[config.mk]
export PLATFORM = sky130hd
export DESIGN_NAME = rgb2gray_stream
export DESIGN_NICKNAME = d
export VERILOG_FILES = /design/src/rtl/rgb2gray_pkg.sv /design/src/rtl/rgb2gray_mac.sv /design/src/rtl/rgb2gray_stream.sv
export SDC_FILE = /design/constraint.sdc
export NUM_CORES = 1
export LEC_CHECK = 0
export ABC_CLOCK_PERIOD_IN_PS = 5050
export CAP_MARGIN = 5
export CORE_UTILIZATION = 58
export CTS_BUF_LIST = sky130_fd_sc_hd__clkbuf_2
export CTS_CLUSTER_SIZE = 16
export DETAILED_ROUTE_END_ITERATION = 16
export GPL_ROUTABILITY_DRIVEN = 0
export GPL_TIMING_DRIVEN = 0
export PLACE_DENSITY = 0.8
export SLEW_MARGIN = 5
export SYNTH_ARGS = -nofsm -noshare
export SYNTH_HDL_FRONTEND = slang
export SYNTH_SLANG_ARGS = --single-unit
[constraint.sdc]
create_clock -name clk -period 5.05 [get_ports clk]
set_input_delay 0.7575 -clock clk [delete_from_list [all_inputs] [get_ports clk]]
set_output_delay 0.7575 -clock clk [all_outputs]
set_load 0.02 [all_outputs]
[src/rtl/rgb2gray_pkg.sv]
// Shared types and constants for the RGB-to-gray streaming converter.
// Weights are 8-bit fractions that sum to 256 for every weighted mode.
package rgb2gray_pkg;

    localparam int FRAC_BITS = 8;
    localparam int ROUND     = 128;

    typedef enum logic [1:0] {
        MODE_601 = 2'd0,
        MODE_709 = 2'd1,
        MODE_AVG = 2'd2,
        MODE_MAX = 2'd3
    } mode_e;

    typedef struct packed {
        logic [FRAC_BITS-1:0] cr;
        logic [FRAC_BITS-1:0] cg;
        logic [FRAC_BITS-1:0] cb;
    } coef_t;

    localparam logic [FRAC_BITS-1:0] C601_R = 8'd77;
    localparam logic [FRAC_BITS-1:0] C601_G = 8'd150;
    localparam logic [FRAC_BITS-1:0] C601_B = 8'd29;

    localparam logic [FRAC_BITS-1:0] C709_R = 8'd54;
    localparam logic [FRAC_BITS-1:0] C709_G = 8'd183;
    localparam logic [FRAC_BITS-1:0] C709_B = 8'd19;

    localparam logic [FRAC_BITS-1:0] CAVG_R = 8'd85;
    localparam logic [FRAC_BITS-1:0] CAVG_G = 8'd86;
    localparam logic [FRAC_BITS-1:0] CAVG_B = 8'd85;

    // Max mode bypasses the MAC, so its weights are simply zero.
    function automatic coef_t coef_sel(input mode_e m);
        coef_t c;
        c = '0;
        unique case (m)
            MODE_601: c = '{cr: C601_R, cg: C601_G, cb: C601_B};
            MODE_709: c = '{cr: C709_R, cg: C709_G, cb: C709_B};
            MODE_AVG: c = '{cr: CAVG_R, cg: CAVG_G, cb: CAVG_B};
            MODE_MAX: c = '0;
            default:  c = '0;
        endcase
        return c;
    endfunction

endpackage

[src/rtl/rgb2gray_mac.sv]
// Weighted-sum datapath: products registered at S2, rounded and
// saturated sum registered at S3. Both registers advance only on en.
module rgb2gray_mac
    import rgb2gray_pkg::*;
#(
    parameter int DW = 8
) (
    input  logic          clk,
    input  logic          rst,
    input  logic          en,
    input  logic [DW-1:0] r,
    input  logic [DW-1:0] g,
    input  logic [DW-1:0] b,
    input  mode_e         mode,
    output logic [DW-1:0] gray
);

    localparam int PW = DW + FRAC_BITS;
    localparam int SW = DW + 10;

    coef_t         c;
    logic [PW-1:0] p_r;
    logic [PW-1:0] p_g;
    logic [PW-1:0] p_b;
    logic [SW-1:0] sum;
    logic [DW+1:0] q;
    logic [DW-1:0] sat;

    assign c = coef_sel(mode);

    always_ff @(posedge clk) begin
        if (!rst) begin
            p_r <= '0;
            p_g <= '0;
            p_b <= '0;
        end else if (en) begin
            p_r <= {{FRAC_BITS{1'b0}}, r} * {{DW{1'b0}}, c.cr};
            p_g <= {{FRAC_BITS{1'b0}}, g} * {{DW{1'b0}}, c.cg};
            p_b <= {{FRAC_BITS{1'b0}}, b} * {{DW{1'b0}}, c.cb};
        end
    end

    assign sum = {2'b00, p_r} + {2'b00, p_g} + {2'b00, p_b}
               + SW'(ROUND);
    assign q   = sum[SW-1:FRAC_BITS];

    // Any bit above the gray range means clamp to full scale.
    assign sat = (q[DW+1:DW] != 2'b00) ? {DW{1'b1}} : q[DW-1:0];

    always_ff @(posedge clk) begin
        if (!rst) begin
            gray <= '0;
        end else if (en) begin
            gray <= sat;
        end
    end

endmodule

[src/rtl/rgb2gray_stream.sv]
// Three-stage RGB-to-gray converter with valid/ready flow control,
// last-pixel sideband and a per-frame output pixel counter.
module rgb2gray_stream
    import rgb2gray_pkg::*;
#(
    parameter int DW    = 8,
    parameter int CNT_W = 16
) (
    input  logic             clk,
    input  logic             rst,
    input  logic [1:0]       mode_i,
    input  logic             valid_i,
    output logic             ready_o,
    input  logic [DW-1:0]    red_i,
    input  logic [DW-1:0]    green_i,
    input  logic [DW-1:0]    blue_i,
    input  logic             last_i,
    output logic             valid_o,
    input  logic             ready_i,
    output logic [DW-1:0]    gray_o,
    output logic             last_o,
    output logic [CNT_W-1:0] pix_cnt_o
);

    logic          en;

    logic          s1_valid;
    logic          s1_last;
    mode_e         s1_mode;
    logic [DW-1:0] s1_r;
    logic [DW-1:0] s1_g;
    logic [DW-1:0] s1_b;
    logic [DW-1:0] s1_max;

    logic          s2_valid;
    logic          s2_last;
    logic          s2_is_max;
    logic [DW-1:0] s2_max;

    logic          s3_is_max;
    logic [DW-1:0] s3_max;
    logic [DW-1:0] mac_gray;

    logic          out_xfer;

    // Whole pipeline moves as one: it stalls only when the
    // output holds a pixel the sink is refusing.
    assign en      = ~valid_o | ready_i;
    assign ready_o = en;

    always_ff @(posedge clk) begin
        if (!rst) begin
            s1_valid <= 1'b0;
            s1_last  <= 1'b0;
            s1_mode  <= MODE_601;
            s1_r     <= '0;
            s1_g     <= '0;
            s1_b     <= '0;
        end else if (en) begin
            s1_valid <= valid_i;
            s1_last  <= last_i;
            s1_mode  <= mode_e'(mode_i);
            s1_r     <= red_i;
            s1_g     <= green_i;
            s1_b     <= blue_i;
        end
    end

    always_comb begin
        s1_max = s1_r;
        if (s1_g > s1_max) s1_max = s1_g;
        if (s1_b > s1_max) s1_max = s1_b;
    end

    always_ff @(posedge clk) begin
        if (!rst) begin
            s2_valid  <= 1'b0;
            s2_last   <= 1'b0;
            s2_is_max <= 1'b0;
            s2_max    <= '0;
        end else if (en) begin
            s2_valid  <= s1_valid;
            s2_last   <= s1_last;
            s2_is_max <= (s1_mode == MODE_MAX);
            s2_max    <= s1_max;
        end
    end

    rgb2gray_mac #(
        .DW   (DW)
    ) u_mac (
        .clk  (clk),
        .rst  (rst),
        .en   (en),
        .r    (s1_r),
        .g    (s1_g),
        .b    (s1_b),
        .mode (s1_mode),
        .gray (mac_gray)
    );

    always_ff @(posedge clk) begin
        if (!rst) begin
            valid_o   <= 1'b0;
            last_o    <= 1'b0;
            s3_is_max <= 1'b0;
            s3_max    <= '0;
        end else if (en) begin
            valid_o   <= s2_valid;
            last_o    <= s2_last;
            s3_is_max <= s2_is_max;
            s3_max    <= s2_max;
        end
    end

    // Both mux inputs reset to zero, so gray_o reads 0 out of reset.
    assign gray_o = s3_is_max ? s3_max : mac_gray;

    assign out_xfer = valid_o & ready_i;

    always_ff @(posedge clk) begin
        if (!rst) begin
            pix_cnt_o <= '0;
        end else if (out_xfer) begin
            if (last_o) begin
                pix_cnt_o <= '0;
            end else if (pix_cnt_o != {CNT_W{1'b1}}) begin
                pix_cnt_o <= pix_cnt_o + 1'b1;
            end
        end
    end

endmodule
After elaboration in Yosys (flattened, before gate mapping)

Index checks and enable logic that the tools add are counted.
W data, S select, Z words.

Register bits after elaboration: 122
Input port bits: 31

Multipliers: 3
Mux-type cells: 7
Eq/ne operators: 4
Bitwise gates (word level): 3
$lt $le $gt $ge: 2
Add/sub/neg operators: 4
Reduce and logical (&&, ||, !) cells: 4

Operators with widths:

| cell                    | number |
|---|---|
| $pmux W24 S4            | 1 |
| $mul A8 B8 Y16          | 3 |
| $mux W16                | 2 |
| $mux W8                 | 4 |
| $add A18 B16 Y18        | 1 |
| $add A18 B8 Y18 const B | 1 |
| $add A16 B16 Y17        | 1 |
| $add A16 B1 Y16 const B | 1 |
| $gt A8 B8 Y1            | 2 |
| $ne A16 B16 Y1 const B  | 1 |
| $eq A2 B2 Y1 const B    | 2 |
| $reduce_bool A2 Y1      | 2 |
| $eq A2 B1 Y1 const B    | 1 |
| $logic_not A2 Y1        | 1 |
| $reduce_and A2 Y1       | 1 |
| $and A1 B1 Y1           | 1 |
| $not A1 Y1              | 1 |
| $or A1 B1 Y1            | 1 |

Longest topological paths before layout

Gate-level depths: netlist (run 1).

Depth in word-level cells: 5
Depth in mapped cells: 21
Depth with buffers taken out: 20

Hierarchy

A second synthesis (run 1) with hierarchy kept.

Cells, all modules: 1299
Area total of the unflattened synthesis: 11638.7 um2

By module, submodules not included:

| module          | area an instance (um2) | instances | cells an instance |
|---|---|---|---|
| rgb2gray_mac    | 8469.4                 | 1         | 929 |
| rgb2gray_stream | 3169.3                 | 1         | 370 |

Worst setup path after synthesis (run 1)

OpenSTA, ideal clock, no wires.

Kind: register -> register
From: register s1_mode[1]
To: register u_mac.p_g[15]
Clock period less this slack: 4.839 ns
Setup time: 0.124 ns
Data arrival time: 4.715 ns
Cell stages (with the launch flop): 20
Path buffers: 1
Slack: 0.211 ns
Cells stage by stage: dfxtp_1 -> inv_1 -> ha_1 -> clkbuf_1 -> nand2_1 -> fa_1 -> fa_1 -> inv_1 -> fa_1 -> inv_1 -> fa_1 -> inv_1 -> ha_1 -> o21ai_0 -> a21oi_1 -> o31ai_1 -> a21oi_1 -> a31oi_1 -> mux2i_1 -> o31ai_1

Longest elaborated chain between the ends: 3

RTL lines:

| item                                       | RTL line              | text |
|---|---|---|
| start, declared                            | rgb2gray_stream.sv:29 | `mode_e s1_mode;` |
| start signal, assigned                     | rgb2gray_stream.sv:62 | `s1_mode <= mode_e'(mode_i);` |
| $eq A2 B2 Y1, or another cell as far along | rgb2gray_pkg.sv:37    | `unique case (m)` |
| $pmux W24 S4 *                             | rgb2gray_pkg.sv:37    |  |
| $mul A8 B8 Y16 *                           | rgb2gray_mac.sv:38    | `p_g <= {{FRAC_BITS{1'b0}}, g} * {{DW{1'b0}}, c.cg};` |
| end signal, assigned                       | rgb2gray_mac.sv:38    |  |
| end, declared                              | rgb2gray_mac.sv:23    | `logic [PW-1:0] p_g;` |

Mark *: on every way between the ends. The rest lies on a longest branch, timed or not. The select of a mux whose other input is x is not followed.
A chain may end at the register's enable or synchronous reset.

Worst setup path after layout (run 1)

From: register s1_mode[1]
To: register u_mac.p_g[14]

Same word-level chain as after synthesis.

==> flow_metrics.py, run 1 <==
metrics = {
    "timing": {
        "clock_skew_ns": 0.0397,
        "min_period_over_period": 0.968,
        "final-hold-violation-count": 0,
        "rsz0062_at_grt": "true",
        "slew_headroom": 0.469,
        "finalSetupViolations": 0,
        "slew_viol_final": 0,
        "fin_crit_ns": 4.89,
        "setup_ws_ns": 0.160,
        "timing.fmax_mhz": 205,
        "tightest_slew_ns": 0.797,
    },
    "finish": {
        "stdcell_count": 1760,
        "drive_above_1_share": 0.0569,
        "nNetsFinal": 1776,
        "area.growth.synth_to_final_pct": 10.2,
    },
    "synth": {
        "synth.distinct_cells": 63,
        "yosysTopAreaCell": "dfxtp_1",
        "synth.net_count": 1698,
        "yosys_register_bits": 122,
        "synth_area_leaders": "dfxtp_1 (21%), ha_1 (20%), fa_1 (14%), inv_1 (6.1%), nand2_1 (5.6%)",
        "synth.top_cell.area_share": 0.209,
        "async_reset_ff_frac": 0,
        "yosysSeqAreaShare": 0.209,
        "syn_area_um2": 11700,
        "synth_top_flop_cell": "dfxtp_1",
        "synth_warnings": 0,
        "synth_edf_count": 0,
        "avgSynthCellArea_um2": 8.32,
        "netlist_instances": 1403,
    },
    "critical_path": {
        "critical-path-top-delay-family": "adder cells",
        "critPathLaunchType": "flop",
        "worstPathBufferInverterCount": 4,
        "crit_type": "reg2reg",
        "critPathRequiredTime_ns": 5.73,
        "crit_fanout": 10,
        "end_kind": "flop",
        "cpMostUsedCell": "fa_1",
        "crit_path_max_incr_delay_ns": 0.62,
        "crit_chain": "inv_4, ha_4, buf_2, and2_1, fa_1, fa_1, fa_1, inv_1, fa_1, inv_1, ha_1, a2111oi_0, nor2_1, a21oi_1, or4_1, nand4_1",
        "worstPathArrival_ns": 5.57,
        "crit_slowest_cell": "a2111oi_0",
    },
    "floorplan": {
        "fp.dieH_um": 144,
        "start_util": 0.596,
        "io_pins": 58,
        "die-area_um2": 20700,
        "coreArea_um2": 19600,
        "die_width_um": 144,
        "num_rows": 51,
    },
    "job": {
        "cap_violations": 0,
    },
    "grt": {
        "use_met3": 0.0553,
        "overflow": 0,
        "grt_start_max_net_pins": 17,
        "grt_pass1_wl_mm": 49.1,
        "met2_usage": 0.508,
        "busiest_layer": "met2",
        "grt_use_total": 0.310,
        "grt_pass1_vias": 9752,
        "gr-usage-met1": 0.411,
        "antenna_found_initial": 1,
    },
    "clock_network": {
        "insertion_delay_ns": 0.76,
        "cts.sinks": 122,
        "cts_tree": "done",
        "root_buffer": "clkbuf_2",
        "htreeDepth": 4,
        "clk_pin_slew_ns": 0.22,
        "clock_path_buffers": 2,
        "cts_buffers": 17,
    },
    "outcome": {
        "status": "completed",
    },
    "hold_path": {
        "hold_class": "reg2reg",
    },
    "route": {
        "vias_per_cell": 5.75,
        "wl_per_cell_um": 17.2,
        "route.detailed.drc": 0,
        "dr.pass1.iters": 6,
        "vias": 10100,
        "drt_wl_total_mm": 30.4,
        "antenna_left": 0,
        "drtIter0Drc": 798,
    },
    "power_and_ir_drop": {
        "p_leak_nw": 6.39,
        "ir_drop_mv": 0.155,
        "power_density_nw_per_um2": 276,
    },
    "placement": {
        "dp_cells": 1724,
        "place_hpwl_mm": 24.6,
        "io_buffers": 56,
        "place_ws_ns": -0.613,
    },
}
-- layer usage --
layer  vias up  share of wire  routed length, um
li1       4839              -                  -
met1      4780           0.45              13600
met2       422           0.45              13700
met3        76          0.072               2180
met4         0          0.029                879
met5         -              0                  0
-- synth_stat cells (all sizes together) (4+ instances only) --
| cell type | instances |
|---|---|
| inv | 189 |
| ha | 182 |
| nand2 | 175 |
| dfxtp | 122 |
| a21oi | 106 |
| fa | 82 |
| nor2 | 80 |
| nand3 | 48 |
| and2 | 47 |
| o21ai | 45 |
| clkbuf | 38 |
| xor2 | 27 |
| nand2b | 24 |
| xnor2 | 24 |
| nor2b | 22 |
| a21o | 19 |
| nand4 | 18 |
| or3 | 14 |
| nor3 | 13 |
| o21a | 12 |
| a211oi | 11 |
| buf | 11 |
| mux2i | 10 |
| and3 | 9 |
| mux2 | 9 |
| o221a | 8 |
| a31oi | 5 |
| o21bai | 5 |
| a21boi | 4 |
| a31o | 4 |
| o31ai | 4 |
-- what timing repair did --
item,4_1_cts,5_1_grt
hold buffers,0,0
pin swaps,1,4
gates resized for setup,16,29
setup endpoints to repair,19,18
setup buffers,0,3
-- cells by family after synthesis --
family / Yosys count / share of synthesized area
AO/OA/AOI/OAI: 242 / 0.131
multiplexers: 19 / 0.0176
AND/OR/NAND/NOR: 467 / 0.191
buffers and inverters: 238 / 0.0767
flip-flops: 122 / 0.209
adder cells (fa/ha/maj): 264 / 0.336
XOR/XNOR: 51 / 0.0383
-- final cells by class --
class,instances,area (um2)
Multi-Input combinational cell,1043,8380
Inverter,189,712
Antenna cell,1,2.50
Sequential cell,122,2450
Tap cell,265,332
Clock inverter,14,97.6
Clock buffer,18,90.1
Timing Repair Buffer,59,583
Buffer,49,213
Fill cell,1686,6730
-- per-stage QoR --
step                      total power, W  area, um2  utilization  hold slack, ns  setup TNS (ns)
after floorplan                  0.00249      11700            -           0.428               0
after global placement           0.00290      12600        0.641           0.441           -3.93
after detailed placement         0.00296      12600        0.641           0.449           -4.91
after CTS                        0.00352      12800        0.653           0.470               0
after global routing             0.00385      12900        0.657           0.491         -0.0290
final                            0.00356      12900        0.657           0.469               0
-- sequential cells by signal (all words and copies together) (netlist names), 2 cells and up --
signal      cells
pix_cnt_o      16
u_mac.p_b      16
u_mac.p_g      16
u_mac.p_r      16
s1_b            8
s1_g            8
s1_r            8
s2_max          8
s3_max          8
u_mac.gray      8
s1_mode         2
-- worst paths after layout --
check,from,end,slack [ns],depth (start not counted)
hold / removal,u_mac.p_r[6]$_SDFFE_PN0P_,u_mac.p_r[6]$_SDFFE_PN0P_,0.47,2
hold reg to reg,u_mac.p_r[6]$_SDFFE_PN0P_,u_mac.p_r[6]$_SDFFE_PN0P_,0.47,2
setup reg to reg,s1_mode[1]$_SDFFE_PN0P_,u_mac.p_g[14]$_SDFFE_PN0P_,0.16,16
setup / recovery,s1_mode[1]$_SDFFE_PN0P_,u_mac.p_g[14]$_SDFFE_PN0P_,0.16,16
-- layout by cell type, fill, tap and decap left out, drive strengths merged, types with 3 or more instances in the layout --
master         synthesis  layout
clkdlybuf4s50          0      56
mux2                   9       9
clkinv                 0       8
xnor2                 24      24
or3                   14      14
mux2i                 10      10
a211oi                11      11
clkbuf                38      52
fa                    82      82
a21o                  19      19
nor2                  80      80
nor3                  13      13
xor2                  27      27
dfxtp                122     122
nand2                175     175
buf                   11      18
nand2b                24      24
a21oi                106     106
nand4b                 3       3
nand3                 48      48
o21bai                 5       5
o211ai                 3       3
a31o                   4       4
or2                    3       3
o31ai                  4       4
ha                   182     182
o21a                  12      12
nand4                 18      18
nor2b                 22      22
and3                   9       9
a21boi                 4       4
o21ai                 45      45
and4                   3       3
inv                  189     193
a31oi                  5       5
and2                  47      47
o221a                  8       8
-- worst min-delay path, cell delays in order, from the launching register on --
cell,delay [ns]
dfxtp_1,0.35
nand2_1,0.05
a21oi_1,0.05
-- report_power, final --
group,total (W),internal (W),switching (W)
clock network,0.000563,0.000133,0.000431
registers,0.00118,0.00108,0.0000942
logic,0.00182,0.000797,0.00102
Note: power is estimated with default switching activity, not from simulation.
==> run 2: changes to the inputs <==
CTS_CLUSTER_DIAMETER = 50   (was not set)
==> results of run 2 <==
No change in the layout: final DEF, timing and power equal those of run 1.
